File: src/rtl/ahb_pkg.sv
// Shared AHB-Lite definitions: transfer types, response codes,
// default-slave FSM states and the default decode map.
package ahb_pkg;

   localparam logic [1:0] HTRANS_IDLE   = 2'b00;
   localparam logic [1:0] HTRANS_BUSY   = 2'b01;
   localparam logic [1:0] HTRANS_NONSEQ = 2'b10;
   localparam logic [1:0] HTRANS_SEQ    = 2'b11;

   localparam logic HRESP_OKAY  = 1'b0;
   localparam logic HRESP_ERROR = 1'b1;

   typedef enum logic [1:0] {
      DS_IDLE = 2'b00,
      DS_ERR1 = 2'b01,
      DS_ERR2 = 2'b10
   } dflt_state_t;

   // Default map for up to 32 slaves: slave i answers at HADDR[31:16] = 0x4000 + i.
   function automatic logic [511:0] default_base_map();
      logic [511:0] map;
      map = '0;
      for (int unsigned i = 0; i < 32; i++) begin
         map[16*i +: 16] = 16'h4000 + 16'(i);
      end
      return map;
   endfunction

endpackage

File: src/rtl/ahb_default_slave.sv
// Built-in AHB default slave: answers unmapped NONSEQ/SEQ transfers with the
// two-cycle ERROR response. Optional error log under AHB_DEC_ERR_LOG_EN.
module ahb_default_slave
   import ahb_pkg::*;
(
   input  logic        HCLK,
   input  logic        HRESETn,
   input  logic        hready,
   input  logic        dflt_sel,
   input  logic [1:0]  htrans,
`ifdef AHB_DEC_ERR_LOG_EN
   input  logic [31:0] haddr,
   output logic [15:0] err_cnt,
   output logic [31:0] err_addr,
`endif
   output logic        dflt_ready,
   output logic        dflt_resp
);

   dflt_state_t state;
   dflt_state_t state_nxt;
   logic        accept_err;

   assign accept_err = hready && dflt_sel &&
                       ((htrans == HTRANS_NONSEQ) || (htrans == HTRANS_SEQ));

   // State register
   always_ff @(posedge HCLK or negedge HRESETn) begin
      if (!HRESETn) state <= DS_IDLE;
      else          state <= state_nxt;
   end

   // Next state and default-slave response
   always_comb begin
      state_nxt  = state;
      dflt_ready = 1'b1;
      dflt_resp  = HRESP_OKAY;
      case (state)
         DS_IDLE: begin
            if (accept_err) state_nxt = DS_ERR1;
         end
         DS_ERR1: begin
            dflt_ready = 1'b0;
            dflt_resp  = HRESP_ERROR;
            state_nxt  = DS_ERR2;
         end
         DS_ERR2: begin
            dflt_resp = HRESP_ERROR;
            state_nxt = accept_err ? DS_ERR1 : DS_IDLE;
         end
         default: state_nxt = DS_IDLE;
      endcase
   end

`ifdef AHB_DEC_ERR_LOG_EN
   logic err_evt;

   // ERR1 is entered only from IDLE or ERR2, so any accepted error outside ERR1 is an entry
   assign err_evt = accept_err && (state != DS_ERR1);

   // Saturating error counter and last-error address capture
   always_ff @(posedge HCLK or negedge HRESETn) begin
      if (!HRESETn) begin
         err_cnt  <= '0;
         err_addr <= '0;
      end else if (err_evt) begin
         if (err_cnt != '1) err_cnt <= err_cnt + 16'd1;
         err_addr <= haddr;
      end
   end
`endif

endmodule

File: src/rtl/ahb_decoder_mux.sv
// AHB-Lite address decoder and slave response multiplexer with built-in
// default slave. Optional error log enabled by defining AHB_DEC_ERR_LOG_EN.
module ahb_decoder_mux
   import ahb_pkg::*;
#(
   parameter int                 DLY      = 1,
   parameter int unsigned        NSLV     = 12,
   parameter logic [NSLV*16-1:0] SLV_BASE = (NSLV*16)'(default_base_map()),
   parameter logic [NSLV*16-1:0] SLV_MASK = {NSLV{16'hFFFF}}
)
(
   input  logic               HCLK,
   input  logic               HRESETn,
   input  logic [31:0]        HADDR,
   input  logic [1:0]         HTRANS,
   input  logic [NSLV-1:0]    HREADYOUTS,
   input  logic [NSLV-1:0]    HRESPS,
   input  logic [NSLV*32-1:0] HRDATAS,
   output logic [NSLV-1:0]    HSELS,
   output logic               HREADY,
   output logic               HRESP,
   output logic [31:0]        HRDATA
`ifdef AHB_DEC_ERR_LOG_EN
   ,
   output logic [15:0]        dec_err_cnt,
   output logic [31:0]        dec_err_addr
`endif
);

   // DLY is kept so existing instantiations still elaborate; register updates carry no delay.
   if (NSLV < 1 || NSLV > 32 || DLY < 0) begin : g_param_check
      $error("ahb_decoder_mux: NSLV must be 1..32 and DLY non-negative");
   end

   logic [NSLV:0] sel_d;
   logic          dflt_sel;
   logic          dflt_ready;
   logic          dflt_resp;

   // Address decode: first matching region in index order wins
   always_comb begin : p_decode
      logic taken;
      taken = 1'b0;
      HSELS = '0;
      for (int unsigned i = 0; i < NSLV; i++) begin
         if (!taken && (((HADDR[31:16] ^ SLV_BASE[16*i +: 16]) & SLV_MASK[16*i +: 16]) == 16'h0)) begin
            HSELS[i] = 1'b1;
            taken    = 1'b1;
         end
      end
   end

   assign dflt_sel = ~|HSELS;

   // Data-phase select, advanced only when the bus is ready
   always_ff @(posedge HCLK or negedge HRESETn) begin
      if (!HRESETn)    sel_d <= '0;
      else if (HREADY) sel_d <= {dflt_sel, HSELS};
   end

   // Response mux: selected slave, else default slave (also covers sel_d == 0)
   always_comb begin
      HRDATA = '0;
      HREADY = dflt_ready;
      HRESP  = dflt_resp;
      if (!sel_d[NSLV]) begin
         for (int unsigned i = 0; i < NSLV; i++) begin
            if (sel_d[i]) begin
               HRDATA = HRDATAS[32*i +: 32];
               HREADY = HREADYOUTS[i];
               HRESP  = HRESPS[i];
            end
         end
      end
   end

   ahb_default_slave u_dflt (
      .HCLK       (HCLK),
      .HRESETn    (HRESETn),
      .hready     (HREADY),
      .dflt_sel   (dflt_sel),
      .htrans     (HTRANS),
`ifdef AHB_DEC_ERR_LOG_EN
      .haddr      (HADDR),
      .err_cnt    (dec_err_cnt),
      .err_addr   (dec_err_addr),
`endif
      .dflt_ready (dflt_ready),
      .dflt_resp  (dflt_resp)
   );

endmodule

File: config.mk
export PLATFORM = sky130hd
export DESIGN_NAME = ahb_decoder_mux
export DESIGN_NICKNAME = d
export VERILOG_FILES = /design/src/rtl/ahb_pkg.sv /design/src/rtl/ahb_default_slave.sv /design/src/rtl/ahb_decoder_mux.sv
export SDC_FILE = /design/constraint.sdc
export NUM_CORES = 1
export LEC_CHECK = 0
export ABC_CLOCK_PERIOD_IN_PS = 7270
export BUFFER_PORTS_ARGS = -buffer_cell sky130_fd_sc_hd__clkbuf_2
export CAP_MARGIN = 20
export CORE_AREA = 2 2 188 190
export DETAILED_ROUTE_END_ITERATION = 6
export DIE_AREA = 0 0 190 192
export PLACE_DENSITY_LB_ADDON = 0.2
export SLEW_MARGIN = 20
export SYNTH_ARGS = -nofsm -noshare
export SYNTH_HDL_FRONTEND = slang
export SYNTH_SLANG_ARGS = --single-unit
File: constraint.sdc
create_clock -name HCLK -period 7.27 [get_ports HCLK]
set_input_delay 0.3635 -clock HCLK [delete_from_list [all_inputs] [get_ports HCLK]]
set_output_delay 0.3635 -clock HCLK [all_outputs]
set_load 0.02 [all_outputs]
==> impl_metrics.toml <==
[status]
outcome = "finished, final reports clean"

[sta]
finalCritPeriodShare_pct = 50.79
tightest_slew_ps = 1094
slew_viol_final = 0
slew_headroom_pct = 25.20
hold_viol = 0
max_freq_ghz = 0.2708
setup_viol = 0
rsz0062_at_grt = "no"
setup_tns_ps = 0
finClkSkew_ps = 4.297
layout_min_cycle_time_ps = 3693

[place]
routabilityCongestion = 0.8741
hpwl_um = 26150
dp.cells = 1588
portBuffers = 472

[cts]
root_buffer = "clkbuf_16"
cts_tree = "built"
cts_resized = 0
cts.reportedPaths.clkPinSlew_ps = 50
cts_setup_buffers = 0
cts_buffers = 3
ctsLongestPathBuffers = 2
cts_sinks = 15
cts_hold_buffers = 0
cts_max_level = 1
clkLatencyLatePin_ps = 250

[power]
power_density_nw_per_um2 = 79.63
irDropWorstVdd_mv = 0.1092
power.leakage_nw = 3.578

[yosys]
synth_edf_count = 0
ys_types = 44
synth_cells = 727
seq_area_frac_synth_pct = 7.989
synth_area_um2 = 4698
ys_warn_count = 0
syn-num-nets = 1176
synthFlopType = "dfrtp_1"
ys_seq_elements = 15
synth_top_cell_area_share_pct = 11.93
postSynthAreaPerCell_um2 = 6.463
async_flop_share_pct = 100.0
synth_area_leaders = "a221oi_1 12%, nor2b_1 9.5%, dfrtp_1 8.0%, a21oi_1 7.5%, a2111oi_0 6.0%"
yosysTopAreaCell = "a221oi_1"

[worst_setup_path]
worstPathArrival_ps = 3330
required_ps = 6910
critPathKind = "reg2out"
worstReg2RegStart = "sel_d[6]"
rr_endpoint = "sel_d[4]"
crit_fanout = 32
rrSetupSlack_ps = 4150
cp-end-kind = "output port"
worstRegToRegCells = 7
crit_path_start_kind = "register"

[run]
maxCapViolCount = 0

[route]
met1_length_um = 14650
via_count = 7297
detail_route.iter0.violations = 428
dr_wl_met2_um = 14750
dr_wl_met3_um = 2160
vias_per_cell = 4.578
wl_um = 31830
wl_per_cell_um = 19.97
first_pass_iters = 5
remaining_drc_errors = 0
routed.top_layer = "met4"
ant_nets = 0

[global_route]
grt_first_pass_wirelength_um = 44360
grt_start_max_net_pins = 72
antenna_found_initial = 3
grt-ovfl-total = 0
grt_pass1_vias = 7006
grt_util_all_layers_pct = 16.16

[cells_and_area]
fin_cells = 1594
utilization_pct = 21.99
nets = 1587
drive_gt1_share_pct = 45.47
num-fill-cells = 3995
area_growth_pct = 60.48

[floorplan]
design.core.area_um2 = 34290
die_y_um = 192
rows = 68
initial_core_util_pct = 13.70
dieArea_um2 = 36480
io_pins = 490
fp.dieW_um = 190

[hold_path]
hold_class = "in2async"
## worst max path at each step
stage,from,endpoint,cells after the start
after floorplan,u_dflt.state[1],HREADY,9
after global placement,sel_d[0],HRDATA[25],9
after detailed placement,sel_d[0],HRDATA[25],9
after CTS,sel_d[0],HRDATA[25],9
after global routing,sel_d[0],HRDATA[25],9
final,sel_d[0],HRDATA[15],8
## area by class of cell
cell class | instances | area [um^2] | area share [%]
clock buffers | 4 | 78.83 | 1.045
diodes | 2 | 5.005 | 0.06638
repair buffers | 487 | 2475 | 32.82
well taps | 455 | 569.3 | 7.551
flip-flops and latches | 15 | 384.1 | 5.095
inverters | 73 | 274.0 | 3.634
multi-input cells | 558 | 3754 | 49.78
## routing by layer
metal / GRT usage, % / up-vias
met5: 0 / -
met4: 1.878 / 0
met3: 1.955 / 17
met2: 26.46 / 347
met1: 23.21 / 3345
li1: - / 3588
## flip-flops by register name, summed over array words and instances, names as in the netlist
register	flops
u_dflt.state	2
sel_d	13
## layout by cell type (no fill, tap or decap), drive strengths merged, types with 2 or more instances in the layout
cell type,instances
a2111oi,32
a211o,2
a21oi,70
a221oi,64
a22oi,32
buf,15
clkbuf,476
dfrtp,15
diode,2
ha,5
inv,72
mux2,13
nand2,45
nand3,5
nand3b,5
nand4,2
nor2,50
nor2b,71
nor3,3
nor4,5
o2111ai,3
o211ai,33
o21a,33
o21ai,3
o21bai,2
o22ai,33
o31ai,33
o41ai,2
or2,2
## cell families (layout without fill, tap and decap cells)
| kind of cell | after synthesis | in the layout | share of synthesized area, % |
|---|---|---|---|
| fa+ha+maj | 5 | 5 | 1.332 |
| mux | 14 | 14 | 4.048 |
| compound gates | 345 | 345 | 53.24 |
| buf+inv | 154 | 564 | 12.49 |
| simple gates | 194 | 194 | 20.91 |
| other cells | 0 | 2 | 0 |
| flops | 15 | 15 | 7.989 |
## worst max-delay path: stages, from the launching register on
cell	delay [ps]
dfrtp_1	410
nor2b_2	160
buf_4	340
a221oi_1	140
o31ai_1	610
a221oi_1	190
a2111oi_0	840
o21a_1	190
clkbuf_2	180
## metrics by stage
step	power, mW	instance area, um^2	hold WS (ps)	setup slack (ps)
after detailed placement	0.4933	7456	333.8	3904
after CTS	0.6060	7535	69.96	3622
after global routing	0.6498	7535	81.95	3402
after global placement	0.4910	7456	334.0	3816
final	0.6004	7540	48.52	3577
after floorplan	0.3013	4698	67.91	4850
## power by group
group	leakage, nW	internal, mW	switching [mW]	total [mW]
combinational	3.35	0.180	0.212	0.392
clock	0.0382	0.0745	0.0365	0.111
sequential	0.192	0.0908	0.00609	0.0969
## cells in the mapped netlist, drive strengths merged, types with 9 or more instances
library cell  number
clkbuf            72
inv               72
nor2b             71
a21oi             70
a221oi            64
nor2              50
nand2             45
o211ai            33
o21a              33
o22ai             33
o31ai             33
a2111oi           32
a22oi             32
dfrtp             15
mux2              13
buf                9
(Power assumes the default switching activity.)
